### config.mk
export PLATFORM = sky130hd
export DESIGN_NAME = event_packetizer
export DESIGN_NICKNAME = d
export VERILOG_FILES = /design/src/rtl/event_packetizer.sv
export SDC_FILE = /design/constraint.sdc
export NUM_CORES = 1
export LEC_CHECK = 0
export ABC_CLOCK_PERIOD_IN_PS = 4900
export CAP_MARGIN = 10
export CORE_MARGIN = 2
export CORE_UTILIZATION = 51
export DETAILED_ROUTE_END_ITERATION = 12
export PLACE_DENSITY = 0.68
export SYNTH_ARGS = -nofsm -noshare
export SYNTH_HDL_FRONTEND = slang
export SYNTH_SLANG_ARGS = --single-unit
### constraint.sdc
create_clock -name clk -period 4.9 [get_ports clk]
set_input_delay 0.98 -clock clk [delete_from_list [all_inputs] [get_ports clk]]
set_output_delay 0.98 -clock clk [all_outputs]
set_load 0.1 [all_outputs]
### src/rtl/event_packetizer.sv
// event_packetizer: detects new per-unit event codes, timestamps them, buffers the records
// in a FIFO and streams them out on valid/ready. Define EVENT_PACKETIZER_TS_WRAP_EN for wrap markers.
module event_packetizer #(
    parameter int unsigned NUM_UNITS  = 4,
    parameter int unsigned TS_WIDTH   = 16,
    parameter int unsigned FIFO_DEPTH = 16,
    localparam int unsigned UNIT_W    = $clog2(NUM_UNITS),
    localparam int unsigned REC_W     = TS_WIDTH + UNIT_W + 2,
    localparam int unsigned LVL_W     = $clog2(FIFO_DEPTH) + 1
) (
    input  logic                   clk,
    input  logic                   rst,
    input  logic                   sample_in_valid,
    input  logic [2*NUM_UNITS-1:0] event_in,
    output logic                   evt_valid,
    input  logic                   evt_ready,
    output logic [REC_W-1:0]       evt_data,
    output logic [LVL_W-1:0]       fifo_level,
    output logic [7:0]             drop_count
);

    localparam int unsigned AW = $clog2(FIFO_DEPTH);

    logic [TS_WIDTH-1:0]  ts_q, ts_d;
    logic [1:0]           prev_q      [NUM_UNITS];
    logic [NUM_UNITS-1:0] pend_q, pend_d;
    logic [TS_WIDTH-1:0]  slot_ts_q   [NUM_UNITS];
    logic [TS_WIDTH-1:0]  slot_ts_d   [NUM_UNITS];
    logic [1:0]           slot_code_q [NUM_UNITS];
    logic [1:0]           slot_code_d [NUM_UNITS];
    logic [7:0]           drop_q, drop_d;
    logic                 marker_q, marker_d;

    logic [REC_W-1:0]     mem_q [FIFO_DEPTH];
    logic [AW-1:0]        wr_ptr_q, wr_ptr_d;
    logic [AW-1:0]        rd_ptr_q, rd_ptr_d;
    logic [LVL_W-1:0]     count_q, count_d;
    logic                 valid_q, valid_d;
    logic [REC_W-1:0]     data_q, data_d;

    logic [NUM_UNITS-1:0] detect_c;
    logic [NUM_UNITS-1:0] drain_c;
    logic                 pop_c;
    logic                 can_wr_c;
    logic                 wr_en_c;
    logic                 marker_wr_c;
    logic                 wrap_c;
    logic                 sel_found_c;
    logic [UNIT_W-1:0]    sel_idx_c;
    logic [REC_W-1:0]     wr_data_c;
    logic [7:0]           drops_c;
    logic [8:0]           drop_sum_c;

`ifdef EVENT_PACKETIZER_TS_WRAP_EN
    assign wrap_c = sample_in_valid && (ts_q == '1);
`else
    assign wrap_c = 1'b0;
`endif

    // Detection, drain scanner, pending-slot update and drop accounting
    always_comb begin
        ts_d        = ts_q;
        pend_d      = pend_q;
        slot_ts_d   = slot_ts_q;
        slot_code_d = slot_code_q;
        marker_d    = marker_q;
        detect_c    = '0;
        drain_c     = '0;
        sel_found_c = 1'b0;
        sel_idx_c   = '0;
        marker_wr_c = 1'b0;
        wr_en_c     = 1'b0;
        wr_data_c   = '0;
        drops_c     = '0;
        drop_sum_c  = '0;
        pop_c       = valid_q && evt_ready;
        can_wr_c    = (count_q != LVL_W'(FIFO_DEPTH)) || pop_c;

        if (sample_in_valid) begin
            ts_d = ts_q + TS_WIDTH'(1);
        end

        for (int u = 0; u < int'(NUM_UNITS); u++) begin
            detect_c[u] = (event_in[2*u +: 2] != 2'b00) && (event_in[2*u +: 2] != prev_q[u]);
            if (pend_q[u] && !sel_found_c) begin
                sel_found_c = 1'b1;
                sel_idx_c   = UNIT_W'(u);
            end
        end

        // A queued wrap marker takes the write slot ahead of any pending unit
        if (can_wr_c) begin
            if (marker_q) begin
                marker_wr_c = 1'b1;
                wr_en_c     = 1'b1;
            end else if (sel_found_c) begin
                wr_en_c            = 1'b1;
                drain_c[sel_idx_c] = 1'b1;
                wr_data_c          = {slot_ts_q[sel_idx_c], sel_idx_c, slot_code_q[sel_idx_c]};
            end
        end

        for (int u = 0; u < int'(NUM_UNITS); u++) begin
            if (drain_c[u]) begin
                pend_d[u] = 1'b0;
            end
            if (detect_c[u]) begin
                if (pend_q[u] && !drain_c[u]) begin
                    drops_c = drops_c + 8'd1;
                end
                pend_d[u]      = 1'b1;
                slot_ts_d[u]   = ts_q;
                slot_code_d[u] = event_in[2*u +: 2];
            end
        end

        if (marker_wr_c) begin
            marker_d = 1'b0;
        end
        if (wrap_c) begin
            if (marker_q && !marker_wr_c) begin
                drops_c = drops_c + 8'd1;
            end
            marker_d = 1'b1;
        end

        drop_sum_c = {1'b0, drop_q} + {1'b0, drops_c};
        drop_d     = drop_sum_c[8] ? 8'hFF : drop_sum_c[7:0];
    end

    // FIFO pointers, occupancy and registered output head
    always_comb begin
        wr_ptr_d = wr_ptr_q;
        rd_ptr_d = rd_ptr_q;
        count_d  = count_q;
        data_d   = data_q;
        valid_d  = 1'b0;

        if (wr_en_c) begin
            wr_ptr_d = wr_ptr_q + AW'(1);
        end
        if (pop_c) begin
            rd_ptr_d = rd_ptr_q + AW'(1);
        end
        case ({wr_en_c, pop_c})
            2'b10:   count_d = count_q + LVL_W'(1);
            2'b01:   count_d = count_q - LVL_W'(1);
            default: count_d = count_q;
        endcase

        valid_d = (count_d != '0);
        // The next head is the word being written only when nothing older remains
        if (valid_d) begin
            data_d = (wr_en_c && (wr_ptr_q == rd_ptr_d)) ? wr_data_c : mem_q[rd_ptr_d];
        end
    end

    always_ff @(posedge clk) begin
        if (wr_en_c) begin
            mem_q[wr_ptr_q] <= wr_data_c;
        end
    end

    always_ff @(posedge clk or negedge rst) begin
        if (!rst) begin
            ts_q     <= '0;
            pend_q   <= '0;
            drop_q   <= '0;
            marker_q <= 1'b0;
            wr_ptr_q <= '0;
            rd_ptr_q <= '0;
            count_q  <= '0;
            valid_q  <= 1'b0;
            data_q   <= '0;
            for (int u = 0; u < int'(NUM_UNITS); u++) begin
                prev_q[u]      <= 2'b00;
                slot_ts_q[u]   <= '0;
                slot_code_q[u] <= 2'b00;
            end
        end else begin
            ts_q     <= ts_d;
            pend_q   <= pend_d;
            drop_q   <= drop_d;
            marker_q <= marker_d;
            wr_ptr_q <= wr_ptr_d;
            rd_ptr_q <= rd_ptr_d;
            count_q  <= count_d;
            valid_q  <= valid_d;
            data_q   <= data_d;
            for (int u = 0; u < int'(NUM_UNITS); u++) begin
                prev_q[u]      <= event_in[2*u +: 2];
                slot_ts_q[u]   <= slot_ts_d[u];
                slot_code_q[u] <= slot_code_d[u];
            end
        end
    end

    assign evt_valid  = valid_q;
    assign evt_data   = data_q;
    assign fifo_level = count_q;
    assign drop_count = drop_q;

endmodule
### Word level (Yosys, flattened, before mapping)

Memory sizes are Yosys's and may differ from the RTL's. A register that Yosys moved wholly into a read port is not among the register bits.
Index checks and enable logic that the tools add are counted.

| word-level totals | value |
|---|---|
| memories kept | 1 |
| bits in writable memories | 320 |
| register bits after elaboration | 122 |
| output and inout port bits | 34 |
| word-level logic and storage cells | 116 |

| cells by class | value |
|---|---|
| equality and inequality tests | 7 |
| $add $sub $neg | 9 |
| mux-type cells | 42 |
| $lt $le $gt $ge | 3 |
| bitwise operators | 1 |
| reduce and logical (&&, ||, !) cells | 31 |

Memory list:

| name | depth | bits a word | read ports | clocked after Yosys merged registers in | write ports | RTL line | text |
|---|---|---|---|---|---|---|---|
| mem_q | 16 | 20 | 1 | 1 | 1 | 34 | `logic [REC_W-1:0] mem_q [FIFO_DEPTH];` |

Operators with widths:

| operator | number |
|---|---|
| 8-bit 2-to-1 mux | 7 |
| 20-bit 2-to-1 mux | 2 |
| 16-bit binary-select mux with 2-bit select | 1 |
| 16-bit 2-to-1 mux | 2 |
| 8-bit by 1-bit adder with 8-bit output, second input constant | 3 |
| 1-bit 2-to-1 mux | 20 |
| 16-bit by 1-bit adder with 16-bit output, second input constant | 1 |
| 2-bit nonzero test | 8 |
| 1-bit logical AND | 13 |
| 4-bit 2-to-1 mux | 3 |
| 5-bit case mux with 2 select lines | 1 |
| 8-bit by 8-bit adder with 9-bit output | 1 |
| 4-bit by 1-bit adder with 4-bit output, second input constant | 2 |
| 1-bit logical NOT | 8 |
| 2-bit 2-to-1 mux | 4 |
| 2-bit inequality test | 4 |
| 5-bit by 1-bit adder with 5-bit output, second input constant | 1 |
| 5-bit inequality test, second input constant | 1 |
| 5-bit nonzero test | 1 |
| 5-bit by 1-bit subtractor with 5-bit output, second input constant | 1 |
| 2-bit binary-select mux with 2-bit select | 1 |
| 3-bit >= comparator, second input constant | 1 |
| 2-bit by 3-bit < comparator with 1-bit output, second input constant | 1 |
| 2-bit inverter with 3-bit output | 1 |
| 5 further kinds | 5 |

### Longest topological paths before layout

| logic depth | value |
|---|---|
| depth after elaboration | 31 |
| depth in mapped cells | 20 |
| gate-level depth less buffers | 18 |

### Worst setup path after synthesis

Ideal clock, no wire load.

| timing path | value |
|---|---|
| path kind | input to register |
| start | in evt_ready |
| end | reg drop_q[6] (netlist: drop_count[6]) |
| buffers on the path | 2 |
| data arrival time | 4734 ps |
| library setup time | 128 ps |
| path slack | 38 ps |
| required time | 4772 ps |
| cell stages on the path | 20 |
| cells stage by stage | nand2_1 clkbuf_1 and4_1 clkbuf_1 nand2_1 nor2_1 ha_1 mux2_2 ha_1 mux2_2 ha_1 nor2_1 or2_2 fa_1 nor2b_1 o21ai_0 nand2b_1 nand3_1 nor3_1 a21oi_1 |

| between the ends | value |
|---|---|
| cells in the longest elaborated chain, start to end | 18 |

Ends and longest elaborated chain:

| item | RTL line | text |
|---|---|---|
| start: declaration | 16 | `input logic evt_ready,` |
| 1-bit logical AND (*) | 76 | `pop_c = valid_q && evt_ready;` |
| 1-bit logical OR (*) | 77 | `can_wr_c = (count_q != LVL_W'(FIFO_DEPTH)) \|\| pop_c;` |
| 4-bit 2-to-1 mux (*) | 92 | `if (can_wr_c) begin` |
| 1-bit logical NOT | 108 | `if (pend_q[u] && !drain_c[u]) begin` |
| 1-bit logical AND | 108 |  |
| 1-bit 2-to-1 mux | 108 |  |
| 1-bit 2-to-1 mux | 107 | `if (detect_c[u]) begin` |
| 8-bit by 1-bit adder with 8-bit output | 109 | `drops_c = drops_c + 8'd1;` |
| [... 3 more ...] | n/a |  |
| 8-bit 2-to-1 mux | 108 |  |
| 8-bit 2-to-1 mux | 107 |  |
| 8-bit by 1-bit adder with 8-bit output | 109 |  |
| 8-bit 2-to-1 mux | 108 |  |
| 8-bit 2-to-1 mux (*) | 107 |  |
| 8-bit by 8-bit adder with 9-bit output (*) | 127 | `drop_sum_c = {1'b0, drop_q} + {1'b0, drops_c};` |
| 8-bit 2-to-1 mux (*) | 128 | `drop_d = drop_sum_c[8] ? 8'hFF : drop_sum_c[7:0];` |
| via drop_d[6] | 31 | `logic [7:0] drop_q, drop_d;` |
| end signal: assignment | 183 | `drop_q <= drop_d;` |
| end: declaration | 31 |  |

The timed path passes the listed nets; every way through them passes the cells marked *.
A chain may end at the register's enable or synchronous reset.

### Worst setup path in the final report

Ends and elaborated chain as after synthesis.

==> impl_metrics.env <==
export IMPL_synth_ff_type="edfxtp_1"
export IMPL_synth_top_area_cell="edfxtp_1"
export IMPL_yosysUniqueCellTypes=64
export IMPL_cp_cell_sequence="clkdlybuf4s50_1, nand2_1, and4_1, nand2_1, nor2_1, ha_1, mux2_2, ha_1, mux2_2, ha_1, nor2_1, or2_2, fa_1, nor2b_1, o21ai_0, nand2b_1, nand3_1, nor3_1, a21oi_1"
export IMPL_cp_start_kind="input pin"
export IMPL_fp_dieW_um=199
export IMPL_grt_pass1_wl_um=65900
export IMPL_vias_per_cell=5.81
export IMPL_core_area_um2=37600
export IMPL_power_density_nw_per_um2=680
export IMPL_crit_path_max_fanout=4
export IMPL_dp_hpwl_um=25200
export IMPL_fin_ws_ns=0.390
export IMPL_first_pass_iters=5
export IMPL_fin_skew_ns=0.00939
export IMPL_cp_num_buf_inv=1
export IMPL_cts_hold_buf=0
export IMPL_cp_top_family="simple AND/OR/NAND/NOR gates"
export IMPL_dieArea_um2=39700
export IMPL_critPathArrivalTime_ns=4.95
export IMPL_utilization_pct=59.6
export IMPL_gr_total_overflow=0
export IMPL_ant_nets=0
export IMPL_fmax_ghz=0.222
export IMPL_synth_area_leaders="edfxtp_1 (49%), dfrtp_1 (18%), mux2i_1 (4.4%)"
export IMPL_drc=0
export IMPL_end_kind="flip-flop"
export IMPL_clk_path_buf_depth=3
export IMPL_start_util_pct=51.7
export IMPL_crit_slowest_cell="clkdlybuf4s50_1"
export IMPL_wirelength_um=42000
export IMPL_synthTopCellsByCount="edfxtp_1 (320), dfrtp_1 (142), mux2i_1 (86)"
export IMPL_synth_most_common_cell="edfxtp_1"
export IMPL_cts_tree="built"
export IMPL_nets=1362
export IMPL_syn_area_per_cell_um2=15.7
export IMPL_drive_gt1_share_pct=21.4
export IMPL_wl_per_cell_um=22.3
export IMPL_async_flop_share_pct=30.7
export IMPL_critical_path_required_ns=5.34
export IMPL_cts_resized=0
export IMPL_finalHoldViolations=0
export IMPL_diodes=0
export IMPL_ir_drop_uv=559
export IMPL_report_final_slew_viol_count=0
export IMPL_setup_viol=0
export IMPL_drv_cap=0
export IMPL_vias=10900
export IMPL_synthToLayoutAreaGrowth_pct=15.1
export IMPL_syn_num_nets=1269
export IMPL_drtIter0Drc=939
export IMPL_row_count=71
export IMPL_rsz0062_at_grt="no"
export IMPL_critical_path_class="input pin to flip-flop"
export IMPL_numCtsBuffers=48
export IMPL_synth_edf_count=320
export IMPL_grt_max_degree=84
export IMPL_yosys_warnings=0
export IMPL_die_h_um=199
export IMPL_hold_class="input pin to async pin"
export IMPL_htreeDepth=2
export IMPL_fin_total_pwr_mw=15.2
export IMPL_clk_latency_ns=0.56
export IMPL_syn_inst=1239
export IMPL_pin_count=46
export IMPL_fillCellCount=2861
export IMPL_timing_final_crit_share_pct=92.0
export IMPL_tightest_slew_ns=1.00
export IMPL_post_place_ws_ns=-0.173
export IMPL_port_buffers=45
export IMPL_hold_slack_ns=0.498
export IMPL_post_cts_setup_buffers=0
export IMPL_crit_path_frequent_cell="ha_1"
export IMPL_synth_top_area_share_pct=49.4
export IMPL_clockRootBuffer="clkbuf_16"
export IMPL_power_leakage_nw=8.39
export IMPL_status="completed"
export IMPL_critPathMaxStageDelay_ns=0.44
export IMPL_finalCriticalPeriod_ns=4.51
export IMPL_grt_usage_pct=22.2
export IMPL_netlist_area_um2=19400
export IMPL_max_slew_margin_pct=32.8
export IMPL_fin_setup_tns_ns=0
export IMPL_synth_seq_cells=462
export IMPL_clk_pin_slew_worst_paths_ns=0.06
export IMPL_gp_congestion=0.813
export IMPL_grt_pass1_vias=11000
export IMPL_antenna_found_initial=0
export IMPL_seq_area_frac_synth_pct=67.7
export IMPL_cts_sinks=462
## stage by stage
step	cell area [µm²]	instances
6_report	22400	1883
4_1_cts	22400	1883
3_5_place_dp	20800	1793
2_1_floorplan	19400	1239
3_3_place_gp	20800	1793
5_1_grt	22400	1883
## area by class of cell
type                       instances  area (µm²)  share of cell area [%]
sequential                       462       13200                    58.8
clock buffer                      71        1380                    6.17
inverter                          29         111                   0.498
clock inverter                    19         155                   0.693
multi-input combinational        687        5990                    26.8
timing repair buffer             104         945                    4.22
tap                              511         639                    2.86
## worst register-to-register path, cell delays in order, from the launching register on
cell	delay, ns
dfrtp_1	0.45
nor3_1	0.40
and4_1	0.35
nand2_1	0.10
nor2_1	0.17
ha_1	0.25
mux2_2	0.28
ha_1	0.29
mux2_2	0.28
ha_1	0.28
nor2_1	0.05
or2_2	0.30
fa_1	0.42
nor2b_1	0.15
o21ai_0	0.09
nand2b_1	0.15
nand3_1	0.12
nor3_1	0.15
a21oi_1	0.06
## flip-flops by register name, summed over array words and instances (netlist names)
name         count
ts_q            16
drop_count       8
evt_data        20
fifo_level       5
rd_ptr_q         4
evt_valid        1
prev_q           8
pend_q           4
slot_ts_q       64
wr_ptr_q         4
slot_code_q      8
mem_q          320
## cell usage in the layout (no fill, tap or decap), drive strengths merged, types with 4 or more instances in the layout
cell           instances
a21oi                 40
a221o                 17
a221oi                17
a31oi                 20
and2                  24
and3                   4
and4                   5
buf                   60
clkbuf                71
clkdlybuf4s50         44
clkinv                17
dfrtp                142
edfxtp               320
ha                    16
inv                   28
mux2                  92
mux2i                 86
mux4                  38
nand2                 77
nand2b                10
nand3                 21
nand4                  4
nor2                  48
nor2b                  8
nor3                  17
o21ai                 21
o22a                  34
o31ai                  4
or2                    4
xnor2                 27
xor2                   7
## final timing paths
| kind | start | cells after the start | slack, ns | to |
|---|---|---|---|---|
| worst min register to register | slot_ts_q[54]$_DFFE_PN0P_ | 1 | 0.50 | slot_ts_q[54]$_DFFE_PN0P_ |
| worst max-delay path | evt_ready | 19 | 0.39 | drop_count[6]$_DFF_PN0_ |
| min in group clk | slot_ts_q[54]$_DFFE_PN0P_ | 1 | 0.50 | slot_ts_q[54]$_DFFE_PN0P_ |
| max in group asynchronous | rst | 2 | 3.42 | evt_data[17]$_DFFE_PN0P_ |
| worst max register to register | fifo_level[0]$_DFF_PN0_ | 18 | 0.46 | drop_count[6]$_DFF_PN0_ |
| worst min-delay path | rst | 1 | 0.50 | slot_ts_q[55]$_DFFE_PN0P_ |
## layer usage
metal / routed length [µm] / track usage (%) / vias to the layer above / part of all wire (%)
met5: 0 / 0 / - / 0
met4: 867 / 6.00 / 0 / 2.1
met3: 3000 / 4.34 / 65 / 7.1
met2: 20200 / 36.1 / 362 / 48
met1: 17900 / 30.9 / 5554 / 43
li1: - / - / 4967 / -
## cell families (layout without fill, tap and decap cells)
kind of cell             Yosys count  after routing  share of synthesized area (%)
flip-flops                       462            462                           67.7
AND/OR/NAND/NOR                  231            231                           5.84
multiplexers                     216            216                           14.5
AO/OA/AOI/OAI                    188            188                           7.06
buffers and inverters             90            223                           2.10
XOR/XNOR                          34             34                           1.53
adder cells (fa/ha/maj)           18             18                           1.24
## report_power, final
part | internal, mW | switching, mW | leakage (nW) | total [mW]
combinational | 2.44 | 3.67 | 2.89 | 6.10
clock | 2.06 | 1.45 | 0.751 | 3.50
sequential | 5.19 | 0.423 | 4.75 | 5.61
total | 9.68 | 5.54 | 8.39 | 15.2
(Power assumes the default switching activity.)
